<file path="src/rtl/intr_req_ctrl.sv">
// Interrupt request controller: edge-latched sources, mask, fixed priority, INTR handshake.
// Optional macro INTR_SYNC_EN adds a 2-flop synchronizer on INT_IN ahead of edge detect.
module intr_req_ctrl #(
    parameter int N_SRC = 4,
    parameter int VEC_W = 2
) (
    input  logic             clk,
    input  logic             RST,
    input  logic [N_SRC-1:0] INT_IN,
    input  logic             MASK_WE,
    input  logic [N_SRC-1:0] MASK_IN,
    input  logic             INT_ACK,
    input  logic             INT_DONE,
    output logic             INTR,
    output logic [VEC_W-1:0] VEC_ID,
    output logic [N_SRC-1:0] PENDING,
    output logic             IN_SERVICE
);

    typedef enum logic [1:0] {
        IDLE = 2'd0,
        REQ  = 2'd1,
        SVC  = 2'd2
    } state_t;

    if ((N_SRC < 1) || (N_SRC > 8) || ((2 ** VEC_W) < N_SRC)) begin : g_bad_param
        $error("intr_req_ctrl: bad N_SRC/VEC_W combination");
    end

    state_t           state_q;
    state_t           state_d;
    logic [VEC_W-1:0] vec_q;
    logic [VEC_W-1:0] vec_d;
    logic [N_SRC-1:0] pend_q;
    logic [N_SRC-1:0] pend_clr;
    logic [N_SRC-1:0] mask_q;
    logic [N_SRC-1:0] prev_q;
    logic [N_SRC-1:0] in_s;
    logic [N_SRC-1:0] event_w;
    logic [N_SRC-1:0] elig;

`ifdef INTR_SYNC_EN
    logic [N_SRC-1:0] sync_q1;
    logic [N_SRC-1:0] sync_q2;

    always_ff @(posedge clk) begin
        if (RST) begin
            sync_q1 <= '0;
            sync_q2 <= '0;
        end else begin
            sync_q1 <= INT_IN;
            sync_q2 <= sync_q1;
        end
    end

    assign in_s = sync_q2;
`else
    assign in_s = INT_IN;
`endif

    assign event_w = in_s & ~prev_q;
    assign elig    = pend_q & mask_q;

    function automatic logic [VEC_W-1:0] prio(input logic [N_SRC-1:0] v);
        prio = '0;
        for (int i = N_SRC - 1; i >= 0; i--) begin
            if (v[i]) begin
                prio = VEC_W'(i);
            end
        end
    endfunction

    always_comb begin
        state_d  = state_q;
        vec_d    = vec_q;
        pend_clr = '0;
        unique case (state_q)
            IDLE: begin
                if (elig != '0) begin
                    vec_d   = prio(elig);
                    state_d = REQ;
                end
            end
            REQ: begin
                // ACK outranks DONE and the mask-off retreat
                if (INT_ACK) begin
                    pend_clr = N_SRC'(1) << vec_q;
                    state_d  = SVC;
                end else if (!elig[vec_q]) begin
                    state_d = IDLE;
                end
            end
            SVC: begin
                if (INT_DONE) begin
                    state_d = IDLE;
                end
            end
            default: state_d = IDLE;
        endcase
    end

    always_ff @(posedge clk) begin
        if (RST) begin
            state_q <= IDLE;
            vec_q   <= '0;
            pend_q  <= '0;
            mask_q  <= '0;
            prev_q  <= '0;
        end else begin
            state_q <= state_d;
            vec_q   <= vec_d;
            // a fresh event wins over a same-cycle ACK clear
            pend_q  <= (pend_q & ~pend_clr) | event_w;
            prev_q  <= in_s;
            if (MASK_WE) begin
                mask_q <= MASK_IN;
            end
        end
    end

    assign INTR       = (state_q == REQ);
    assign IN_SERVICE = (state_q == SVC);
    assign VEC_ID     = vec_q;
    assign PENDING    = pend_q;

endmodule
</file>
<file path="config.mk">
export PLATFORM = sky130hd
export DESIGN_NAME = intr_req_ctrl
export DESIGN_NICKNAME = d
export VERILOG_FILES = /design/src/rtl/intr_req_ctrl.sv
export SDC_FILE = /design/constraint.sdc
export NUM_CORES = 1
export LEC_CHECK = 0
export CAP_MARGIN = 25
export CORE_AREA = 2 2 39 41
export CTS_BUF_LIST = sky130_fd_sc_hd__clkbuf_4 sky130_fd_sc_hd__clkbuf_8 sky130_fd_sc_hd__clkbuf_16
export DETAILED_ROUTE_END_ITERATION = 10
export DIE_AREA = 0 0 41 43
export DONT_BUFFER_PORTS = 1
export PLACE_DENSITY = 0.7
export RECOVER_POWER = 25
export SKIP_LAST_GASP = 1
export SLEW_MARGIN = 10
export SYNTH_ARGS = -nofsm -noshare
export SYNTH_HDL_FRONTEND = slang
export SYNTH_SLANG_ARGS = --single-unit
</file>
<file path="constraint.sdc">
create_clock -name clk -period 1.6 [get_ports clk]
set_input_delay 0 -clock clk [delete_from_list [all_inputs] [get_ports clk]]
set_output_delay 0 -clock clk [all_outputs]
set_load 0.01 [all_outputs]
</file>
After elaboration in Yosys (flattened, before gate mapping)
Cells that the tools add are included.
{ "classes": {"n_lt_le_gt_ge": 1, "n_eq_ne": 5, "shift": 1, "muxes": 13, "bitwise_logic": 6, "n_reduce_logical": 4} }
{ "op_table": {"columns": ["operator", "count"], "rows": [
  ["2-to-1 mux 2 bit", 8],
  ["AND 4 bit", 3],
  ["2-to-1 mux 4 bit", 2],
  ["NOT 4 bit", 2],
  ["one-hot mux 2 bit (3 select lines)", 1],
  ["!= test 2 bit (second input constant)", 2],
  ["bitwise OR 4 bit", 1],
  ["nonzero test 4 bit", 1],
  ["left shift 1 x 2 -> 4 bit (first input constant)", 1],
  ["less-than comparator 2 x 3 -> 1 bit (second input constant)", 1],
  ["!= test 3 bit (second input constant)", 1],
  ["AND reduction 3 bit", 1],
  ["binary-select mux 1 bit (select 2 bit)", 1],
  ["equality test 2 x 1 -> 1 bit (second input constant)", 1],
  ["equality test 2 bit (second input constant)", 1],
  ["logical NOT 2 bit", 1],
  ["AND reduction 2 bit", 1],
  ["2-to-1 mux 1 bit", 1]
]} }
{ "totals": {"reg_bits": 16, "in_bits": 13, "output_inout_bits": 8, "wordCells": 35} }

Longest topological paths before layout
Gate-level depths: netlist of run 1.
{ "logic_depth": {"ltp_word": 6, "ltp_mapped": 4, "mapped_depth_nobuf": 4} }

Least setup slack after synthesis of run 1
OpenSTA, ideal clock, no wires.
{ "synth_path": {"kind": "register to register", "startpoint": "register state_q[0]", "endpoint": "register pend_q[0] (netlist: PENDING[0])", "setup_ns": 0.132, "arrival_time_ns": 1.064, "required_ns": 1.468, "setup_slack_ns": 0.404, "path_stages_with_launch": 5, "path_buffers": 0, "synth_period_minus_slack_ns": 1.196, "path_cell_list": "dfxtp_1 -> nor2b_1 -> nand2_1 -> o31ai_1 -> a21oi_1"} }
{ "synth_via": {"elab_chain_len": 5} }
{ "synth_lines": {"columns": ["element", "line_no", "text"], "rows": [
  ["from (decl)", "30", "state_t state_q;"],
  ["from (signal assigned)", "110", "state_q <= state_d;"],
  ["equality test 2 x 1 -> 1 bit", null, null],
  ["net INTR", "14", "output logic INTR,"],
  ["2-to-1 mux 4 bit", "77", "unique case (state_q)"],
  ["NOT 4 bit", "113", "pend_q <= (pend_q & ~pend_clr) | event_w;"],
  ["AND 4 bit", "113", null],
  ["bitwise OR 4 bit", "113", null],
  ["to (signal assigned)", "113", null],
  ["to (decl)", "34", "logic [N_SRC-1:0] pend_q;"]
]} }
The timed path passes the listed nets, and every way through them passes these cells.
A chain may end at the register's enable or synchronous reset.

Worst setup path after layout of run 1
{ "layout_path": {"startpoint": "register state_q[0]", "endpoint": "register state_q[1]"} }
{ "layout_via": {"elab_chain_len": 3, "elab_cells_between_ends": 8, "classes_between": "eq/ne (5); mux (1); reduce/logical (2)"} }
{ "layout_lines": {"columns": ["element", "line_no"], "rows": [
  ["equality test 2 x 1 -> 1 bit (tied with other cells)", "77"],
  ["!= test 3 bit (no source line) or != test 2 bit (tied branches)", null],
  ["AND reduction 3 bit (no source line)", null]
]} }
Several ways; a longest one is shown, not always the timed one.

==> impl_summary.txt, run 1 <==
----------------------------------------------------
[Timing]
  Final setup violation count ... 0
  Slew HR ... 59.56%
  Fin crit period ... 1.418 ns
  Fmax achieved ... 705.2 MHz
  Crit share post-route ... 88.63%
  Count of endpoints failing hold in the final timing report ... 0
  Transition at the pin with the smallest max-transition slack ... 0.6046 ns
  Fin. max-slew vios ... 0
  Setup repair after global routing missed its margin ... no
  Setup TNS Final ... 0 ns
  Fin Hold WS ... 0.03278 ns
  Worst clock skew on the final layout ... 0.003503 ns

[Synthesis]
  Synthesized-area fraction occupied by adder cells ... 0%
  Synth area leader ... sky130_fd_sc_hd__dfxtp_1
  Register bit total from synthesis ... 16
  Synth warnings ... 0
  Top_reg_cell synth ... sky130_fd_sc_hd__dfxtp_1
  Synthesized Nets ... 81
  Synthesized area per cell ... 9.494 um^2
  Xor and xnor area share after synthesis ... 0%
  Fraction of registers with async set or reset after synthesis ... 0%
  Post-synth cell types ... 21
  Synth Cell Area ... 645.6 um^2
  Biggest area contributors in the synthesized netlist ... sky130_fd_sc_hd__dfxtp_1 50%, sky130_fd_sc_hd__mux2i_1 6.2%, sky130_fd_sc_hd__nor2b_1 5.8%, sky130_fd_sc_hd__a21oi_1 5.4%, sky130_fd_sc_hd__nand2_1 4.1%
  Compound-cell area share of the yosys netlist ... 17.44%
  Cell count after synthesis ... 68
  Post-synthesis mux area share ... 9.690%
  Proportion of synthesized chip area in sequential cells ... 49.61%
  Simple-gate share of the synthesized area ... 21.51%
  Dominant combinational cell family by area after synthesis ... simple AND/OR/NAND/NOR gates
  Top-area cell type share of the netlist area ... 49.61%
  EDFF count, synth ... 0

[Placement]
  Post-Place Cell Area ... 665.6 um^2
  Half-perimeter wire length of the detailed placement result ... 888.9 um
  Number of cells after detailed placement ... 83
  Quantity of I/O buffers inserted on ports ... 0
  RePlAce Congestion ... 0.7243

[Layout]
  Final std cell area, no fill ... 864.6 um^2
  Fraction of layout cells with a size suffix above 1 ... 12.64%
  Count of nets after finishing ... 101
  Final antenna diode count ... 0
  Most used cells in the layout excluding fill and tap cells ... 16 x sky130_fd_sc_hd__dfxtp_1, 16 x sky130_fd_sc_hd__dlygate4sd3_1, 7 x sky130_fd_sc_hd__nor2_1, 7 x sky130_fd_sc_hd__nand2_1, 7 x sky130_fd_sc_hd__a21oi_1
  Area Overhead vs Synth ... 33.91%
  Register cell area after layout ... 320.3 um^2
  Number of filler instances in the final layout ... 113
  Area of the multi-input gates ... 316.6 um^2
  Filler-free cell count of the finished design ... 103

[Worst setup path]
  Register-to-register path setup slack ... 0.18 ns
  Nature of the critical path endpoint ... flop
  Arrival time worst endpoint ... 1.66 ns
  Crit start category ... flop
  Register-to-Register Path Depth ... 4
  Start of the worst register-to-register path ... state_q[0]
  Reg-to-reg endpoint ... state_q[1]
  Data required time of the critical path ... 1.85 ns
  Critical path start-end classification ... reg -> reg
  Critical path peak fanout ... 4

[Clocking]
  H-tree level count ... 1
  Clock buffers created by TritonCTS ... 3
  Count of buffers added by post-CTS timing repair for setup ... 0
  Worst-Skew Late Latency ... 0.29 ns
  Number of sinks handled by clock tree synthesis ... 16
  Max Root-Sink Buffers ... 2
  CTS tree ... done
  Clk pin slew, worst setup/hold paths ... 0.09 ns
  Buffer type at the clock tree root ... sky130_fd_sc_hd__clkbuf_4

[Route]
  Final routed DRC violation total ... 0
  Iteration count of the initial detailed-routing pass ... 4
  Vias post-DR ... 567
  Mean number of vias per cell ... 5.505
  Number of routed nets with antenna violations ... 0
  Detailed router's first-iteration violation count ... 8
  Final WL ... 1441 um
  WL/cell ... 13.99 um

[Hold path]
  Hold Path End ... PENDING[0]
  Startpoint of the tightest hold check path ... INT_ACK
  Depth of the worst hold-timing path ... 3
  Worst hold path type ... in -> reg

[GRT]
  Number of global-route vias before repair ... 537
  All-layer global routing usage ... 19.82%
  First-pass GRT wire length ... 2290 um
  Total gr overflow ... 0
  Largest net degree at the start of global routing ... 18
  Number of antenna violations at the first check in global routing ... 0

[Floorplan]
  Die area ... 1763 um^2
  Row cnt ... 14
  Number of top-level pins ... 21
  Effective utilization at floorplan ... 46.65%
  Placeable core region ... 1384 um^2
  Die height ... 43 um
  Horizontal die dimension ... 41 um

[Pwr]
  Worst voltage drop across the vdd grid ... 0.4950 mV
  Overall power after layout ... 0.8197 mW
  Leakage power ... 0.3264 nW
  Pwr Density ... 948.1 nW/um^2

[Flow run]
  Number of max-cap violations ... 0

[Run status]
  Result of the run ... finished clean

----------------------------------------------------
==> flip-flops by register name, indices dropped and copies added (netlist names) <==
signal / flops
prev_q: 4
state_q: 2
mask_q: 4
VEC_ID: 2
PENDING: 4
==> cell usage after synthesis, types with 2 or more instances <==
library cell / count
sky130_fd_sc_hd__a21oi_1: 7
sky130_fd_sc_hd__clkbuf_1: 2
sky130_fd_sc_hd__dfxtp_1: 16
sky130_fd_sc_hd__mux2i_1: 4
sky130_fd_sc_hd__nand2_1: 7
sky130_fd_sc_hd__nand2b_1: 4
sky130_fd_sc_hd__nand3_1: 2
sky130_fd_sc_hd__nor2_1: 7
sky130_fd_sc_hd__nor2b_1: 6
sky130_fd_sc_hd__o31ai_1: 2
==> area by class of cell <==
class,count,area share (%)
sequential,16,37.05
multi-input combinational,49,36.61
timing repair buffer,17,19.39
clock buffer,4,4.197
tap,16,2.315
inverter,1,0.4342
==> power by group <==
part	switching, mW	internal, mW	leakage, nW
clock	0.132	0.139	0.0210
sequential	0.0269	0.422	0.132
combinational	0.0408	0.0601	0.173
total	0.199	0.621	0.326
==> routing by layer <==
| layer | up-vias | wire, um | GRT usage [%] |
|---|---|---|---|
| li1 | 276 | - | - |
| met1 | 262 | 594 | 24.01 |
| met2 | 25 | 696 | 29.38 |
| met3 | 4 | 124 | 5.759 |
| met4 | 0 | 26 | 12.00 |
| met5 | - | 0 | 0 |
==> per-stage QoR <==
stage / util, % / setup WS [ns]
2_1_floorplan: - / 0.4038
3_3_place_gp: 48.10 / 0.3993
3_5_place_dp: 48.10 / 0.3713
4_1_cts: 62.30 / 0.08416
5_1_grt: 62.48 / 0.06310
6_report: 62.48 / 0.1819
==> worst max-delay path by stage <==
stage               slack (ns)       start  cells after the start          to
floorplan                 0.40  state_q[0]                      4  PENDING[0]
global placement          0.40  PENDING[3]                      4   VEC_ID[0]
detailed placement        0.37  PENDING[3]                      4   VEC_ID[0]
CTS                       0.08  state_q[0]                      4  state_q[1]
global route              0.06  state_q[0]                      4  state_q[1]
finish                    0.18  state_q[0]                      4  state_q[1]
==> critical path: stages (launching register included) <==
cell                            delay, ns
sky130_fd_sc_hd__dfxtp_1             0.34
sky130_fd_sc_hd__nor2b_2             0.21
sky130_fd_sc_hd__nand2_1             0.13
sky130_fd_sc_hd__a21oi_1             0.13
sky130_fd_sc_hd__dlygate4sd3_1       0.56
==> logic make-up after synthesis <==
family | Yosys count
DFF | 16
and+or+nand+nor | 28
muxes | 5
buffers and inverters | 3
AOI/OAI and AO/OA | 16
==> what timing repair did <==
item / CTS / global route
resized for setup: 0 / 1
hold buffers: 16 / 0
hold endpoints to repair: 16 / 0
setup endpoints to repair: 0 / 1
(Power assumes the default switching activity.)
==> run 2: changes to the inputs <==
--- a/config.mk
+++ b/config.mk
@@ -5,13 +5,14 @@
 export SDC_FILE = /design/constraint.sdc
 export NUM_CORES = 1
 export LEC_CHECK = 0
+export ABC_AREA = 1
 export CAP_MARGIN = 25
 export CORE_AREA = 2 2 39 41
 export CTS_BUF_LIST = sky130_fd_sc_hd__clkbuf_4 sky130_fd_sc_hd__clkbuf_8 sky130_fd_sc_hd__clkbuf_16
 export DETAILED_ROUTE_END_ITERATION = 10
 export DIE_AREA = 0 0 41 43
 export DONT_BUFFER_PORTS = 1
-export PLACE_DENSITY = 0.7
+export PLACE_DENSITY = 0.69
 export RECOVER_POWER = 25
 export SKIP_LAST_GASP = 1
 export SLEW_MARGIN = 10
==> run 2 against run 1 <==
Sequential cell count is the same. Highest routed layer unchanged. Utilization shrank 2.4 points. Design area is 3.9% lower. Sequential share of layout area up 1.5 points. Area after synthesis fell by 2.5%. Sequential power up 2%.
==> impl_summary.txt, run 2 <==
----------------------------------------------------
[Clocking]
  Clk pin slew, worst setup/hold paths ... 0.09 ns
  Buffer type at the clock tree root ... sky130_fd_sc_hd__clkbuf_4
  Number of sinks handled by clock tree synthesis ... 16
  Clock buffers created by TritonCTS ... 3
  H-tree level count ... 1
  Count of buffers added by post-CTS timing repair for setup ... 0
  Max Root-Sink Buffers ... 2
  Worst-Skew Late Latency ... 0.28 ns
  CTS tree ... done

[Timing]
  Count of endpoints failing hold in the final timing report ... 0
  Fin. max-slew vios ... 0
  Setup repair after global routing missed its margin ... no
  Final setup violation count ... 0
  Setup TNS Final ... 0 ns
  Fin Hold WS ... 0.3744 ns
  Fmax achieved ... 683.1 MHz
  Transition at the pin with the smallest max-transition slack ... 0.3266 ns
  Slew HR ... 78.15%
  Worst clock skew on the final layout ... 0.007883 ns
  Crit share post-route ... 91.50%
  Fin crit period ... 1.464 ns

[Floorplan]
  Placeable core region ... 1384 um^2
  Effective utilization at floorplan ... 45.48%
  Die height ... 43 um
  Die area ... 1763 um^2
  Number of top-level pins ... 21
  Horizontal die dimension ... 41 um
  Row cnt ... 14

[Synthesis]
  Proportion of synthesized chip area in sequential cells ... 50.89%
  Cell types with the highest counts after synthesis ... 27 x sky130_fd_sc_hd__nand2_1, 16 x sky130_fd_sc_hd__dfxtp_1, 14 x sky130_fd_sc_hd__nor2_1
  Register bit total from synthesis ... 16
  Biggest area contributors in the synthesized netlist ... sky130_fd_sc_hd__dfxtp_1 51%, sky130_fd_sc_hd__nand2_1 16%, sky130_fd_sc_hd__nor2_1 8.3%, sky130_fd_sc_hd__inv_1 6.6%, sky130_fd_sc_hd__o21ai_0 6.4%
  Synth Cell Area ... 629.4 um^2
  Cell count after synthesis ... 90
  Fraction of registers with async set or reset after synthesis ... 0%
  Synthesized Nets ... 103
  Top_reg_cell synth ... sky130_fd_sc_hd__dfxtp_1
  Top-area cell type share of the netlist area ... 50.89%
  Most common cell in the netlist ... sky130_fd_sc_hd__nand2_1
  Synthesized area per cell ... 6.993 um^2
  Post-synth cell types ... 10
  EDFF count, synth ... 0
  Synth area leader ... sky130_fd_sc_hd__dfxtp_1
  Synth warnings ... 0

[Worst setup path]
  Start of the worst register-to-register path ... mask_q[2]
  Register-to-register path setup slack ... 0.34 ns
  Arrival time worst endpoint ... 1.63 ns
  Critical-path top delay cell ... sky130_fd_sc_hd__dlygate4sd3_1
  Critical path peak fanout ... 9
  Total buffers and inverters traversed by the critical path ... 3
  Delay-heaviest family, CP ... buffers and inverters
  Register-to-Register Path Depth ... 3
  Cell seen most often among critical-path stages ... sky130_fd_sc_hd__dlygate4sd3_1
  Delay of the slowest cell on the worst path ... 0.73 ns
  Reg-to-reg endpoint ... mask_q[2]
  Critical path start-end classification ... in -> reg
  Data required time of the critical path ... 1.76 ns
  Nature of the critical path endpoint ... flop
  Ordered cell list for the critical path ... dlygate4sd3_1, inv_2, o21ai_0, nor2_1, dlygate4sd3_1
  Crit start category ... input pin

[Layout]
  Most used cells in the layout excluding fill and tap cells ... 27 x sky130_fd_sc_hd__nand2_1, 16 x sky130_fd_sc_hd__dfxtp_1, 15 x sky130_fd_sc_hd__dlygate4sd3_1, 14 x sky130_fd_sc_hd__nor2_1, 11 x sky130_fd_sc_hd__inv_1
  Most common cell after layout, fill and taps aside ... sky130_fd_sc_hd__nand2_1
  Final antenna diode count ... 0
  Filler-free cell count of the finished design ... 124
  Count of nets after finishing ... 122
  Fraction of layout cells with a size suffix above 1 ... 4.630%
  Area Overhead vs Synth ... 32.01%
  Number of filler instances in the final layout ... 122

[Run status]
  Result of the run ... finished clean

[Pwr]
  Part of the power in combinational logic ... 12.9%
  Overall power after layout ... 0.8208 mW
  Pwr Density ... 988.0 nW/um^2
  Internal cell power ... 0.6160 mW
  Power dissipated by switching net loads ... 0.2048 mW
  Leakage power ... 0.4004 nW
  Register share of total power ... 55.8%
  Net Sw Frac ... 24.95%
  Worst voltage drop across the vdd grid ... 0.5111 mV
  Clock network fraction of total power ... 31.3%

[Hold path]
  Hold Path End ... prev_q[0]
  Startpoint of the tightest hold check path ... INT_IN[0]
  Depth of the worst hold-timing path ... 3
  Worst hold path type ... in -> reg

[GRT]
  All-layer global routing usage ... 21.54%
  Number of global-route vias before repair ... 622
  Largest net degree at the start of global routing ... 10
  Total gr overflow ... 0
  Number of antenna violations at the first check in global routing ... 0
  First-pass GRT wire length ... 2587 um

[Route]
  Number of routed nets with antenna violations ... 0
  Vias post-DR ... 637
  WL/cell ... 12.27 um
  Final routed DRC violation total ... 0
  Iteration count of the initial detailed-routing pass ... 4
  Detailed router's first-iteration violation count ... 6
  Final WL ... 1522 um
  Mean number of vias per cell ... 5.137

[Placement]
  Number of cells after detailed placement ... 105
  RePlAce Congestion ... 0.7705
  Quantity of I/O buffers inserted on ports ... 0
  Half-perimeter wire length of the detailed placement result ... 955.8 um

[Flow run]
  Number of max-cap violations ... 0

----------------------------------------------------
==> run 2: cell types whose count changed after synthesis, moves of 3 or more <==
cell                       previous run  this run
sky130_fd_sc_hd__a21oi_1              7         4
sky130_fd_sc_hd__inv_1                0        11
sky130_fd_sc_hd__mux2i_1              4         0
sky130_fd_sc_hd__nand2_1              7        27
sky130_fd_sc_hd__nand2b_1             4         0
sky130_fd_sc_hd__nor2_1               7        14
sky130_fd_sc_hd__nor2b_1              6         0
sky130_fd_sc_hd__o21ai_0              1         8
sky130_fd_sc_hd__o22ai_1              0         4
==> run 2: logic make-up (layout without fill, tap and decap cells) <==
family	after synthesis	count (layout)	synth area share, %
and+or+nand+nor	45	45	27.63
DFF	16	16	50.90
buffers and inverters	13	31	7.951
AOI/OAI and AO/OA	16	16	13.52
==> run 2: worst max path at each step <==
stage,start,end,slack [ns],depth (start not counted)
6_report,RST,mask_q[2],0.14,5
5_1_grt,RST,mask_q[2],0.07,5
4_1_cts,MASK_IN[1],mask_q[1],0.01,5
3_5_place_dp,VEC_ID[0],state_q[0],0.52,7
3_3_place_gp,VEC_ID[0],state_q[0],0.51,7
2_1_floorplan,VEC_ID[0],state_q[0],0.66,7
==> run 2: cell type report <==
cell class	count	area, um^2	share of cell area [%]
clock buffers	4	36.28	4.367
inverters	12	45.04	5.422
multi-input cells	61	259.0	31.17
flip-flops and latches	16	320.3	38.55
well taps	16	20.02	2.410
repair buffers	15	150.1	18.07
==> run 2: worst min-delay path, cell delays in order <==
cell                            delay [ns]
sky130_fd_sc_hd__dlygate4sd3_1        0.52
sky130_fd_sc_hd__nand2_1              0.07
sky130_fd_sc_hd__inv_1                0.05
==> run 2: repair_timing <==
| item | 4_1_cts | 5_1_grt |
|---|---|---|
| resized for setup | 0 | 0 |
| setup endpoints to repair | 0 | 4 |
| hold endpoints to repair | 16 | 0 |
| hold buffers | 19 | 0 |
==> run 2: stage by stage <==
stage	worst slack, ns	utilization, %	instance area (um^2)
floorplan	0.6554	-	629.4
global placement	0.5145	46.56	644.4
detailed placement	0.5244	46.56	644.4
CTS	0.01091	62.93	870.8
global route	0.06899	60.04	830.8
finish	0.1361	60.04	830.8
==> run 2: power by group through the flow <==
stage	Sequential (mW)	Combinational (mW)	Clock, mW
2_1_floorplan	0.459	0.0602	0
3_3_place_gp	0.465	0.0673	0
3_5_place_dp	0.465	0.0682	0
4_1_cts	0.456	0.110	0.264
5_1_grt	0.462	0.123	0.279
6_report	0.458	0.106	0.257
==> run 2: layer usage <==
| metal | up-vias | GRT usage [%] | routed length, um |
|---|---|---|---|
| li1 | 321 | - | - |
| met1 | 289 | 25.00 | 664 |
| met2 | 25 | 35.31 | 745 |
| met3 | 2 | 4.712 | 99 |
| met4 | 0 | 10.00 | 12 |
| met5 | - | 0 | 0 |
